`src/rtl/semaphore_arbiter_bank_if.sv`:
```
// Request/status bundle between the CPU cores and the semaphore bank.
// The master modport is the core side and the slave modport is the bank side.
interface semaphore_arbiter_bank_if #(
  parameter int NumberOfSemaphores = 4,
  parameter int NumberOfCores      = 2,
  parameter int AddrWidth          = 8
);
  logic [NumberOfCores-1:0]           SEMAPHOREBANK_ReqValid_fromCPU;
  logic [NumberOfCores-1:0]           SEMAPHOREBANK_ReqLock_fromCPU;
  logic [NumberOfCores*AddrWidth-1:0] SEMAPHOREBANK_Addr_fromCPU;
  logic [NumberOfCores-1:0]           SEMAPHOREBANK_Grant_toCPU;
  logic [NumberOfCores-1:0]           SEMAPHOREBANK_Blocking_toCPU;
  logic [NumberOfCores-1:0]           SEMAPHOREBANK_Error_toCPU;
  logic [NumberOfSemaphores-1:0]      SEMAPHOREBANK_Locked_toCPU;

  modport master (
    output SEMAPHOREBANK_ReqValid_fromCPU, SEMAPHOREBANK_ReqLock_fromCPU,
           SEMAPHOREBANK_Addr_fromCPU,
    input  SEMAPHOREBANK_Grant_toCPU, SEMAPHOREBANK_Blocking_toCPU,
           SEMAPHOREBANK_Error_toCPU, SEMAPHOREBANK_Locked_toCPU
  );

  modport slave (
    input  SEMAPHOREBANK_ReqValid_fromCPU, SEMAPHOREBANK_ReqLock_fromCPU,
           SEMAPHOREBANK_Addr_fromCPU,
    output SEMAPHOREBANK_Grant_toCPU, SEMAPHOREBANK_Blocking_toCPU,
           SEMAPHOREBANK_Error_toCPU, SEMAPHOREBANK_Locked_toCPU
  );
endinterface

```
`src/rtl/semaphore_arbiter_bank.sv`:
```
// Bank of owned hardware semaphores with round-robin lock arbitration per semaphore.
// Optional SEMAPHOREBANK_TIMEOUT_EN: forced release of locks held TimeoutCycles cycles.
module semaphore_arbiter_bank #(
  parameter int NumberOfSemaphores = 4,
  parameter int NumberOfCores      = 2,
  parameter int AddrWidth          = 8,
  parameter int CoreIdxWidth       = 1,
  parameter int TimeoutCycles      = 1024
) (
  input logic                     SEMAPHOREBANK_Clk,
  input logic                     SEMAPHOREBANK_Rst_n,
  semaphore_arbiter_bank_if.slave bus
);
  localparam int NS          = NumberOfSemaphores;
  localparam int NC          = NumberOfCores;
  localparam int SemIdxWidth = (NS > 1) ? $clog2(NS) : 1;
  localparam int CoreSelW    = $clog2(NC);

  logic [NC-1:0]           req_valid, req_lock;
  logic [NC*AddrWidth-1:0] req_addr;

  assign req_valid = bus.SEMAPHOREBANK_ReqValid_fromCPU;
  assign req_lock  = bus.SEMAPHOREBANK_ReqLock_fromCPU;
  assign req_addr  = bus.SEMAPHOREBANK_Addr_fromCPU;

  logic [NS-1:0]           locked_q, locked_d;
  logic [CoreIdxWidth-1:0] owner_q  [NS];
  logic [CoreIdxWidth-1:0] owner_d  [NS];
  logic [CoreIdxWidth-1:0] rr_ptr_q [NS];
  logic [CoreIdxWidth-1:0] rr_ptr_d [NS];
  logic [NC-1:0]           grant_q, grant_d;
  logic [NC-1:0]           blocking_q, blocking_d;
  logic [NC-1:0]           error_q, error_d;

`ifdef SEMAPHOREBANK_TIMEOUT_EN
  localparam int CntW = (TimeoutCycles > 1) ? $clog2(TimeoutCycles) : 1;
  logic [CntW-1:0] hold_cnt_q [NS];
  logic [CntW-1:0] hold_cnt_d [NS];
`endif

  // Per-semaphore set of cores asking to lock a semaphore that was free at cycle start.
  logic [NC-1:0]          lock_req [NS];
  logic [AddrWidth-1:0]   addr_c;
  logic [SemIdxWidth-1:0] sem;
  logic [CoreSelW-1:0]    idx, win;
  logic                   found;
  int                     idx_i;

  // NOTE: every variable gets a default at the top of the block so no path leaves
  // it unassigned; that is what keeps this purely combinational (no latches).
  always_comb begin
    locked_d   = locked_q;
    owner_d    = owner_q;
    rr_ptr_d   = rr_ptr_q;
    grant_d    = '0;
    blocking_d = '0;
    error_d    = '0;
    addr_c     = '0;
    sem        = '0;
    idx        = '0;
    win        = '0;
    found      = 1'b0;
    idx_i      = 0;
    for (int s = 0; s < NS; s++) lock_req[s] = '0;
`ifdef SEMAPHOREBANK_TIMEOUT_EN
    hold_cnt_d = hold_cnt_q;
`endif

    // Classify each core's request against the state at cycle start.
    for (int c = 0; c < NC; c++) begin
      if (req_valid[c]) begin
        addr_c = req_addr[c*AddrWidth +: AddrWidth];
        sem    = SemIdxWidth'(addr_c);
        if (32'(addr_c) >= 32'(NS)) begin
          error_d[c] = 1'b1;
        end else if (!req_lock[c]) begin
          if (locked_q[sem] && owner_q[sem] == CoreIdxWidth'(c)) locked_d[sem] = 1'b0;
          else error_d[c] = 1'b1;
        end else if (locked_q[sem]) begin
          if (owner_q[sem] == CoreIdxWidth'(c)) grant_d[c] = 1'b1;
          else blocking_d[c] = 1'b1;
        end else begin
          // Provisionally a loser; the arbitration below clears it for the winner.
          blocking_d[c]      = 1'b1;
          lock_req[sem][c]   = 1'b1;
        end
      end
    end

    // Round-robin pick among lockers of each free semaphore.
    for (int s = 0; s < NS; s++) begin
      found = 1'b0;
      win   = '0;
      for (int i = 0; i < NC; i++) begin
        idx_i = int'(rr_ptr_q[s]) + i;
        if (idx_i >= NC) idx_i = idx_i - NC;
        idx = CoreSelW'(idx_i);
        if (!found && lock_req[s][idx]) begin
          found = 1'b1;
          win   = idx;
        end
      end
      if (found) begin
        locked_d[s]     = 1'b1;
        owner_d[s]      = CoreIdxWidth'(win);
        rr_ptr_d[s]     = (int'(win) + 1 == NC) ? '0 : CoreIdxWidth'(int'(win) + 1);
        grant_d[win]    = 1'b1;
        blocking_d[win] = 1'b0;
      end
    end

`ifdef SEMAPHOREBANK_TIMEOUT_EN
    // A lock still held after this cycle's owner unlock either times out or ages.
    for (int s = 0; s < NS; s++) begin
      if (locked_q[s] && locked_d[s]) begin
        if (hold_cnt_q[s] == CntW'(TimeoutCycles - 1)) begin
          locked_d[s] = 1'b0;
          for (int c = 0; c < NC; c++) begin
            if (owner_q[s] == CoreIdxWidth'(c)) begin
              error_d[c]    = 1'b1;
              grant_d[c]    = 1'b0;
              blocking_d[c] = 1'b0;
            end
          end
        end else begin
          hold_cnt_d[s] = hold_cnt_q[s] + 1'b1;
        end
      end else if (!locked_q[s] && locked_d[s]) begin
        hold_cnt_d[s] = '0;
      end
    end
`endif
  end

  // NOTE: owner and round-robin arrays are small flop arrays, not RAM; they are
  // reset so that an asserted reset drops every lock and restarts fairness.
  always_ff @(posedge SEMAPHOREBANK_Clk or negedge SEMAPHOREBANK_Rst_n) begin
    if (!SEMAPHOREBANK_Rst_n) begin
      locked_q   <= '0;
      grant_q    <= '0;
      blocking_q <= '0;
      error_q    <= '0;
      for (int s = 0; s < NS; s++) begin
        owner_q[s]  <= '0;
        rr_ptr_q[s] <= '0;
`ifdef SEMAPHOREBANK_TIMEOUT_EN
        hold_cnt_q[s] <= '0;
`endif
      end
    end else begin
      // NOTE: non-blocking updates so all state moves together on the edge.
      locked_q   <= locked_d;
      grant_q    <= grant_d;
      blocking_q <= blocking_d;
      error_q    <= error_d;
      for (int s = 0; s < NS; s++) begin
        owner_q[s]  <= owner_d[s];
        rr_ptr_q[s] <= rr_ptr_d[s];
`ifdef SEMAPHOREBANK_TIMEOUT_EN
        hold_cnt_q[s] <= hold_cnt_d[s];
`endif
      end
    end
  end

  assign bus.SEMAPHOREBANK_Grant_toCPU    = grant_q;
  assign bus.SEMAPHOREBANK_Blocking_toCPU = blocking_q;
  assign bus.SEMAPHOREBANK_Error_toCPU    = error_q;
  assign bus.SEMAPHOREBANK_Locked_toCPU   = locked_q;
endmodule
```
`src/flat_wrapper.sv`:
```
// flat-port wrapper written by rule: the top's interface ports become plain ports
module semaphore_arbiter_bank_flat 
#(
  parameter int NumberOfSemaphores = 4,
  parameter int NumberOfCores      = 2,
  parameter int AddrWidth          = 8,
  parameter int CoreIdxWidth       = 1,
  parameter int TimeoutCycles      = 1024
)
  (SEMAPHOREBANK_Clk, SEMAPHOREBANK_Rst_n, bus_SEMAPHOREBANK_ReqValid_fromCPU, bus_SEMAPHOREBANK_ReqLock_fromCPU, bus_SEMAPHOREBANK_Addr_fromCPU, bus_SEMAPHOREBANK_Grant_toCPU, bus_SEMAPHOREBANK_Blocking_toCPU, bus_SEMAPHOREBANK_Error_toCPU, bus_SEMAPHOREBANK_Locked_toCPU);
  semaphore_arbiter_bank_if #(.NumberOfSemaphores(NumberOfSemaphores), .NumberOfCores(NumberOfCores), .AddrWidth(AddrWidth)) bus_i ();
  input logic SEMAPHOREBANK_Clk;
  input logic SEMAPHOREBANK_Rst_n;
  input wire logic [$bits(bus_i.SEMAPHOREBANK_ReqValid_fromCPU)-1:0] bus_SEMAPHOREBANK_ReqValid_fromCPU;
  input wire logic [$bits(bus_i.SEMAPHOREBANK_ReqLock_fromCPU)-1:0] bus_SEMAPHOREBANK_ReqLock_fromCPU;
  input wire logic [$bits(bus_i.SEMAPHOREBANK_Addr_fromCPU)-1:0] bus_SEMAPHOREBANK_Addr_fromCPU;
  output wire logic [$bits(bus_i.SEMAPHOREBANK_Grant_toCPU)-1:0] bus_SEMAPHOREBANK_Grant_toCPU;
  output wire logic [$bits(bus_i.SEMAPHOREBANK_Blocking_toCPU)-1:0] bus_SEMAPHOREBANK_Blocking_toCPU;
  output wire logic [$bits(bus_i.SEMAPHOREBANK_Error_toCPU)-1:0] bus_SEMAPHOREBANK_Error_toCPU;
  output wire logic [$bits(bus_i.SEMAPHOREBANK_Locked_toCPU)-1:0] bus_SEMAPHOREBANK_Locked_toCPU;
  assign bus_i.SEMAPHOREBANK_ReqValid_fromCPU = bus_SEMAPHOREBANK_ReqValid_fromCPU;
  assign bus_i.SEMAPHOREBANK_ReqLock_fromCPU = bus_SEMAPHOREBANK_ReqLock_fromCPU;
  assign bus_i.SEMAPHOREBANK_Addr_fromCPU = bus_SEMAPHOREBANK_Addr_fromCPU;
  assign bus_SEMAPHOREBANK_Grant_toCPU = bus_i.SEMAPHOREBANK_Grant_toCPU;
  assign bus_SEMAPHOREBANK_Blocking_toCPU = bus_i.SEMAPHOREBANK_Blocking_toCPU;
  assign bus_SEMAPHOREBANK_Error_toCPU = bus_i.SEMAPHOREBANK_Error_toCPU;
  assign bus_SEMAPHOREBANK_Locked_toCPU = bus_i.SEMAPHOREBANK_Locked_toCPU;
  semaphore_arbiter_bank #(.NumberOfSemaphores(NumberOfSemaphores), .NumberOfCores(NumberOfCores), .AddrWidth(AddrWidth), .CoreIdxWidth(CoreIdxWidth), .TimeoutCycles(TimeoutCycles)) u_core (.SEMAPHOREBANK_Clk(SEMAPHOREBANK_Clk), .SEMAPHOREBANK_Rst_n(SEMAPHOREBANK_Rst_n), .bus(bus_i));
endmodule
```
`config.mk`:
```
export PLATFORM = sky130hd
export DESIGN_NAME = semaphore_arbiter_bank_flat
export DESIGN_NICKNAME = d
export VERILOG_FILES = /design/src/rtl/semaphore_arbiter_bank_if.sv /design/src/rtl/semaphore_arbiter_bank.sv /design/src/flat_wrapper.sv
export SDC_FILE = /design/constraint.sdc
export NUM_CORES = 1
export LEC_CHECK = 0
export BUFFER_PORTS_ARGS = -buffer_cell sky130_fd_sc_hd__buf_2
export CAP_MARGIN = 20
export CORE_ASPECT_RATIO = 1.1
export CORE_MARGIN = 4
export CORE_UTILIZATION = 50
export DETAILED_ROUTE_END_ITERATION = 10
export GPL_ROUTABILITY_DRIVEN = 0
export GPL_TIMING_DRIVEN = 0
export HOLD_SLACK_MARGIN = 0.06
export PLACE_DENSITY_LB_ADDON = 0.25
export SLEW_MARGIN = 20
export SYNTH_ARGS = -nofsm -noshare
export SYNTH_HDL_FRONTEND = slang
export SYNTH_SLANG_ARGS = --single-unit
```
`constraint.sdc`:
```
create_clock -name SEMAPHOREBANK_Clk -period 2.05 [get_ports SEMAPHOREBANK_Clk]
set_clock_uncertainty 0.05 [all_clocks]
set_input_delay 0.41 -clock SEMAPHOREBANK_Clk [delete_from_list [all_inputs] [get_ports SEMAPHOREBANK_Clk]]
set_output_delay 0.41 -clock SEMAPHOREBANK_Clk [all_outputs]
set_load 0.02 [all_outputs]
```
Word-level counts from Yosys, hierarchy flattened
Index checks and enable logic that the tools add are counted.
- bitwise operators: 20
- order comparisons: 34
- equal/unequal tests: 4
- add/subtract/negate cells: 16
- mux-type cells: 126
- reductions and logical operators: 18
- operators with widths (operator ; number):
    $eq 32x3->1 const B ; 4
    $mux 1 ; 89
    $mux 8 ; 8
    $mux 4 ; 8
    $lt 1x2->1 const B ; 12
    $mux 2 ; 9
    $add 1x1->2 const B ; 8
    $ge 8x3->1 const B ; 2
    $logic_and 1x1->1 ; 14
    $and 2x2->2 ; 4
    $and 4x4->4 ; 2
    $bmux 1 s2 ; 4
    $demux 2 s2 ; 2
    $ge 1x2->1 const B ; 4
    $ge 2x2->1 const B ; 4
    $not 2->2 ; 4
    $not 4->4 ; 2
    $or 2x2->2 ; 4
    $or 8x8->8 ; 1
    $sub 1x1->1 const B ; 8
    $ge 3x3->1 const B ; 2
    $lt 2x3->1 const B ; 2
    $lt 3x1->1 const B ; 2
    $not 2->3 ; 2
    6 further kinds ; 17
- register bits after elaboration: 18
- output and inout port bits: 10
- word-level logic and storage cells: 230

Longest topological paths before layout
- depth after elaboration: 33
- depth in mapped cells: 5
- mapped depth without buffers: 4

Worst setup path after synthesis
OpenSTA, ideal clock, no wires.
- path kind: input -> register
- start: in bus_SEMAPHOREBANK_Addr_fromCPU[13]
- end: reg u_core.grant_q[0] (netlist: u_core.bus.SEMAPHOREBANK_Grant_toCPU[0])
- setup slack: -0.004 ns
- required time: 1.861 ns
- stages on the path: 4
- arrival time: 1.865 ns
- path through: or4_4 > nor4_4 > o22ai_1 > or4_1
- cells in the longest elaborated chain, start to end: 21
- elaborated cells between the ends (all ways): 71
- RTL lines (what ; RTL line ; text):
    start, declared ; flat_wrapper.sv:16 ; input wire logic [$bits(bus_i.SEMAPHOREBANK_Addr_fromCPU)-1:0] bus_SEMAPHOREBANK_Addr_fromCPU;
    $ge 8x3->1 * ; semaphore_arbiter_bank.sv:74 ; if (32'(addr_c) >= 32'(NS)) begin
    $mux 8 * ; semaphore_arbiter_bank.sv:74 ;
    $mux 8 * ; semaphore_arbiter_bank.sv:71 ; if (req_valid[c]) begin
    $mux 1 (implied by the code) (2 in a row) ; semaphore_arbiter_bank.sv:98 ; if (!found && lock_req[s][idx]) begin
    $mux 1 ; semaphore_arbiter_bank.sv:98 ;
    $logic_not 1->1 ; semaphore_arbiter_bank.sv:98 ;
    $logic_and 1x1->1 ; semaphore_arbiter_bank.sv:98 ;
    $mux 1 ; semaphore_arbiter_bank.sv:98 ;
    [5 not listed] ; - ;
    $mux 2 ; semaphore_arbiter_bank.sv:103 ; if (found) begin
    $or 2x2->2 (no source line) ; - ;
    $mux 2 ; semaphore_arbiter_bank.sv:103 ;
    $or 2x2->2 (no source line) ; - ;
    $mux 2 ; semaphore_arbiter_bank.sv:103 ;
    $or 2x2->2 (no source line) ; - ;
    $mux 2 * ; semaphore_arbiter_bank.sv:103 ;
    via u_core.grant_d[0] ; semaphore_arbiter_bank.sv:31 ; logic [NC-1:0] grant_q, grant_d;
    end signal, assigned ; semaphore_arbiter_bank.sv:153 ; grant_q <= grant_d;
    end, declared ; semaphore_arbiter_bank.sv:31 ;
The timed path passes the listed nets; every way through them passes the cells marked *. The select of a mux whose other input is x is not followed.
A chain may end at the register's enable or synchronous reset.

Worst setup path in the final report
- start: reg u_core.locked_q[1] (netlist: u_core.bus.SEMAPHOREBANK_Locked_toCPU[1])
- end: reg u_core.grant_q[1] (netlist: u_core.bus.SEMAPHOREBANK_Grant_toCPU[1])
- cells in the longest elaborated chain, start to end: 29
- elaborated cells between the ends (all ways): 85
- RTL lines (what ; RTL line ; text):
    start, declared ; semaphore_arbiter_bank.sv:26 ; logic [NS-1:0] locked_q, locked_d;
    start signal, assigned ; semaphore_arbiter_bank.sv:152 ; locked_q <= locked_d;
    $bmux 1 s2 ; semaphore_arbiter_bank.sv:79 ; end else if (locked_q[sem]) begin
    $mux 1 (implied by the code) ; semaphore_arbiter_bank.sv:79 ;
    $mux 8 ; semaphore_arbiter_bank.sv:79 ;
    $mux 8 ; semaphore_arbiter_bank.sv:76 ; end else if (!req_lock[c]) begin
    $mux 8 ; semaphore_arbiter_bank.sv:74 ;
    $mux 8 ; semaphore_arbiter_bank.sv:71 ;
    $or 8x8->8 (no source line) ; - ;
    $mux 8 ; semaphore_arbiter_bank.sv:79 ;
    [14 not listed] ; - ;
    $mux 2 ; semaphore_arbiter_bank.sv:103 ;
    $or 2x2->2 (no source line) ; - ;
    $mux 2 ; semaphore_arbiter_bank.sv:103 ;
    $or 2x2->2 (no source line) ; - ;
    $mux 2 ; semaphore_arbiter_bank.sv:103 ;
    $or 2x2->2 (no source line) ; - ;
    $mux 2 * ; semaphore_arbiter_bank.sv:103 ;
    via u_core.grant_d[1] ; semaphore_arbiter_bank.sv:31 ;
Marked as above.

==> results.py <==
metrics = {
    "hold_path": {
        "min_path_cells": 3,
        "worstHoldStart": "bus_SEMAPHOREBANK_ReqValid_fromCPU[0]",
        "hold_path.class": "input pin to flip-flop",
        "min_to": "u_core.bus.SEMAPHOREBANK_Error_toCPU[0]",
    },
    "routing": {
        "antenna_left": 0,
        "drc": 0,
        "wl_per_cell_um": 16.1,
        "finalWirelength_mm": 2.92,
        "num_vias": 1166,
        "vias_per_cell": 6.41,
        "drt_iter0_drc": 44,
        "dr.pass1.iters": 4,
    },
    "placed_design": {
        "io_buffers": 29,
        "placed_cells": 177,
        "pre_cts_slack_ns": -0.202,
        "dpl_cell_area_um2": 1310,
        "hpwlAfterDp_mm": 2.31,
    },
    "global_route": {
        "grt_start_max_net_pins": 19,
        "grt_pass1_vias": 1084,
        "grt_pass1_wl_mm": 4.90,
        "grt_overflow": 0,
        "gr-usage-all-layers": 0.214,
        "antenna_found_initial": 0,
    },
    "clock_network": {
        "postCtsSetupBuffers": 0,
        "cts_buffer_depth": 2,
        "clk_pin_slew_worst_paths_ns": 0.10,
        "cts_tree": "yes",
        "numCtsBuffers": 3,
        "htreeDepth": 1,
        "cts.sink_count": 18,
        "clkLatencyLatePin_ns": 0.29,
        "cts_root_buffer": "clkbuf_4",
    },
    "sta": {
        "setup_viol": 0,
        "tightest_slew_ns": 0.476,
        "period_needed_ns": 1.99,
        "hold_violations": 0,
        "postLayoutSetupSlackWorst_ns": 0.0574,
        "rsz0062_at_grt": "no",
        "drv_slew": 0,
        "fin_crit_sh": 0.972,
        "max_freq_ghz": 0.502,
        "hold_ws_ns": 0.310,
        "maxSlewHeadroom": 0.680,
        "tns_ns": 0,
    },
    "cells_and_area": {
        "nets": 177,
        "drive_gt1_frac": 0.292,
        "final_util": 0.657,
        "fin_cells": 182,
        "num_antenna_cells": 0,
        "fin_area_um2": 1370,
        "area_growth_syn_to_layout_pct": 21.0,
    },
    "worst_setup_path": {
        "worstPathCellList": "or3b_2, nor4_1, o21ai_1, a2111o_1",
        "crit_path_start_kind": "flip-flop",
        "crit_arrival_ns": 2.13,
        "crit_path_max_fanout": 6,
        "r2r_cells": 4,
        "critPathRequiredTime_ns": 2.19,
        "cpMaxStageDelayCell": "or3b_2",
        "reg2reg_slack_ns": 0.06,
        "crit_type": "flip-flop to flip-flop",
        "r2r-end": "u_core.bus.SEMAPHOREBANK_Grant_toCPU[1]",
        "cp-end-kind": "flip-flop",
        "timing.rr.start": "u_core.bus.SEMAPHOREBANK_Locked_toCPU[1]",
        "crit_path_max_incr_delay_ns": 0.47,
    },
    "yosys": {
        "synth-edff-count": 0,
        "syn_nets": 142,
        "yosysTopAreaCell": "dfrtp_1",
        "yosysUniqueCellTypes": 37,
        "synthesis.area_um2": 1130,
        "synthCells": 120,
        "synth_top_area_frac": 0.398,
        "synthTopCellsByArea": "dfrtp_1 (40%), nand2b_1 (4.4%), mux4_2 (4.0%)",
        "ys_seq_area_frac": 0.398,
        "yosysWarnings": 0,
        "synth-seq-cells": 18,
        "synth.avg_cell_area_um2": 9.43,
        "async_flop_share": 1.00,
        "ys.flop_type": "dfrtp_1",
    },
    "power_and_ir_drop": {
        "switchingPower_uw": 209,
        "p_int_uw": 536,
        "powerDensity_nw_per_um2": 544,
        "ir_drop_v": 0.000359,
        "p_total_uw": 745,
        "seq_power_share": 0.526,
        "p_leak_nw": 0.614,
        "power.clock.fraction": 0.295,
        "pwr-share-comb": 0.179,
        "p_sw_frac": 0.281,
    },
    "floorplanning": {
        "dieArea_um2": 3090,
        "start_util": 0.543,
        "io_pins": 32,
        "num_rows": 17,
        "dieHeight_um": 57.9,
        "core_area_um2": 2080,
        "die_width_um": 53.4,
    },
    "outcome": {
        "status": "finished clean",
    },
    "job": {
        "drv_cap": 0,
    },
}
## worst max-delay path, delay by kind of cell, from the launching register on
family | cells | cell delay, ns
AO/OA/AOI/OAI | 2 | 0.53
flip-flops | 1 | 0.46
AND/OR/NAND/NOR | 2 | 0.85
## timing repair
action | 4_1_cts | 5_1_grt
hold endpoints to repair | 18 | 0
endpoints found under the setup margin | 0 | 1
gates resized for setup | 0 | 2
hold buffers | 1 | 0
## layout make-up
class / instances / area, µm²
Fill cell: 180 / 716
Sequential cell: 18 / 450
Multi-Input combinational cell: 95 / 663
Clock buffer: 4 / 36.3
Inverter: 5 / 18.8
Tap cell: 28 / 35.0
Timing Repair Buffer: 30 / 155
Buffer: 2 / 10.0
## state kept, by name, indices dropped and copies added, names as in the netlist
signal                                   flops
u_core.bus.SEMAPHOREBANK_Locked_toCPU        4
u_core.rr_ptr_q                              4
u_core.bus.SEMAPHOREBANK_Error_toCPU         2
u_core.bus.SEMAPHOREBANK_Blocking_toCPU      2
u_core.bus.SEMAPHOREBANK_Grant_toCPU         2
u_core.owner_q                               4
## how the worst max path moves through the flow
| stage | startpoint | to | slack, ns | cells past startpoint |
|---|---|---|---|---|
| after global placement | bus_SEMAPHOREBANK_Addr_fromCPU[13] | u_core.bus.SEMAPHOREBANK_Grant_toCPU[0] | -0.21 | 5 |
| after global routing | u_core.bus.SEMAPHOREBANK_Locked_toCPU[2] | u_core.bus.SEMAPHOREBANK_Grant_toCPU[0] | 0.01 | 4 |
| final | u_core.bus.SEMAPHOREBANK_Locked_toCPU[1] | u_core.bus.SEMAPHOREBANK_Grant_toCPU[1] | 0.06 | 4 |
| after detailed placement | bus_SEMAPHOREBANK_Addr_fromCPU[6] | u_core.bus.SEMAPHOREBANK_Grant_toCPU[1] | -0.20 | 5 |
| after floorplan | bus_SEMAPHOREBANK_Addr_fromCPU[8] | u_core.bus.SEMAPHOREBANK_Grant_toCPU[0] | 0.04 | 5 |
| after CTS | u_core.bus.SEMAPHOREBANK_Locked_toCPU[2] | u_core.bus.SEMAPHOREBANK_Grant_toCPU[0] | 0.02 | 4 |
## power by group through the flow
stage / logic, mW / registers [mW] / clock network (mW)
final: 0.133 / 0.392 / 0.220
after floorplan: 0.0620 / 0.406 / 0
after global placement: 0.126 / 0.397 / 0
after detailed placement: 0.130 / 0.398 / 0
after CTS: 0.132 / 0.391 / 0.225
after global routing: 0.148 / 0.394 / 0.249
## synthesized netlist by cell type, drive strengths merged (2+ instances only)
library cell	count
dfrtp	18
nand2	11
nor2	10
nand2b	8
nor4	8
o21ai	7
nor3	6
inv	5
or4	5
a21oi	4
o211ai	4
a21boi	2
a21o	2
a31oi	2
buf	2
mux4	2
nand3	2
nand3b	2
nand4	2
nand4b	2
nand4bb	2
nor3b	2
o311a	2
## cells by family (layout without fill, tap and decap cells)
family / after synthesis / count (layout) / share of synthesized area
flops: 18 / 18 / 0.398
simple gates: 66 / 66 / 0.374
compound gates: 26 / 26 / 0.154
mux: 3 / 3 / 0.0487
buf+inv: 7 / 41 / 0.0254
## per-layer routing
| metal | up-vias | track usage | wire [µm] |
|---|---|---|---|
| li1 | 535 | - | - |
| met1 | 538 | 0.281 | 1190 |
| met2 | 78 | 0.342 | 1340 |
| met3 | 15 | 0.0386 | 292 |
| met4 | 0 | 0.0876 | 93 |
| met5 | - | 0 | 0 |
## layout by cell type, fill, tap and decap left out, types with 2 or more instances in the layout
cell and n:
a21boi_0 2, a21o_1 2, a21oi_1 4, a31oi_1 2, buf_2 31, clkbuf_4 3, dfrtp_1 18, inv_1 5
mux4_2 2, nand2_1 11, nand2b_1 8, nand3_1 2, nand3b_1 2, nand4_1 2, nand4b_1 2, nand4bb_1 2
nor2_1 10, nor3_1 5, nor3b_1 2, nor4_1 5, nor4_2 2, o211ai_1 4, o21ai_0 6, o311a_1 2
or4_1 2, or4_4 3
Note: power is estimated with default switching activity, not from simulation.
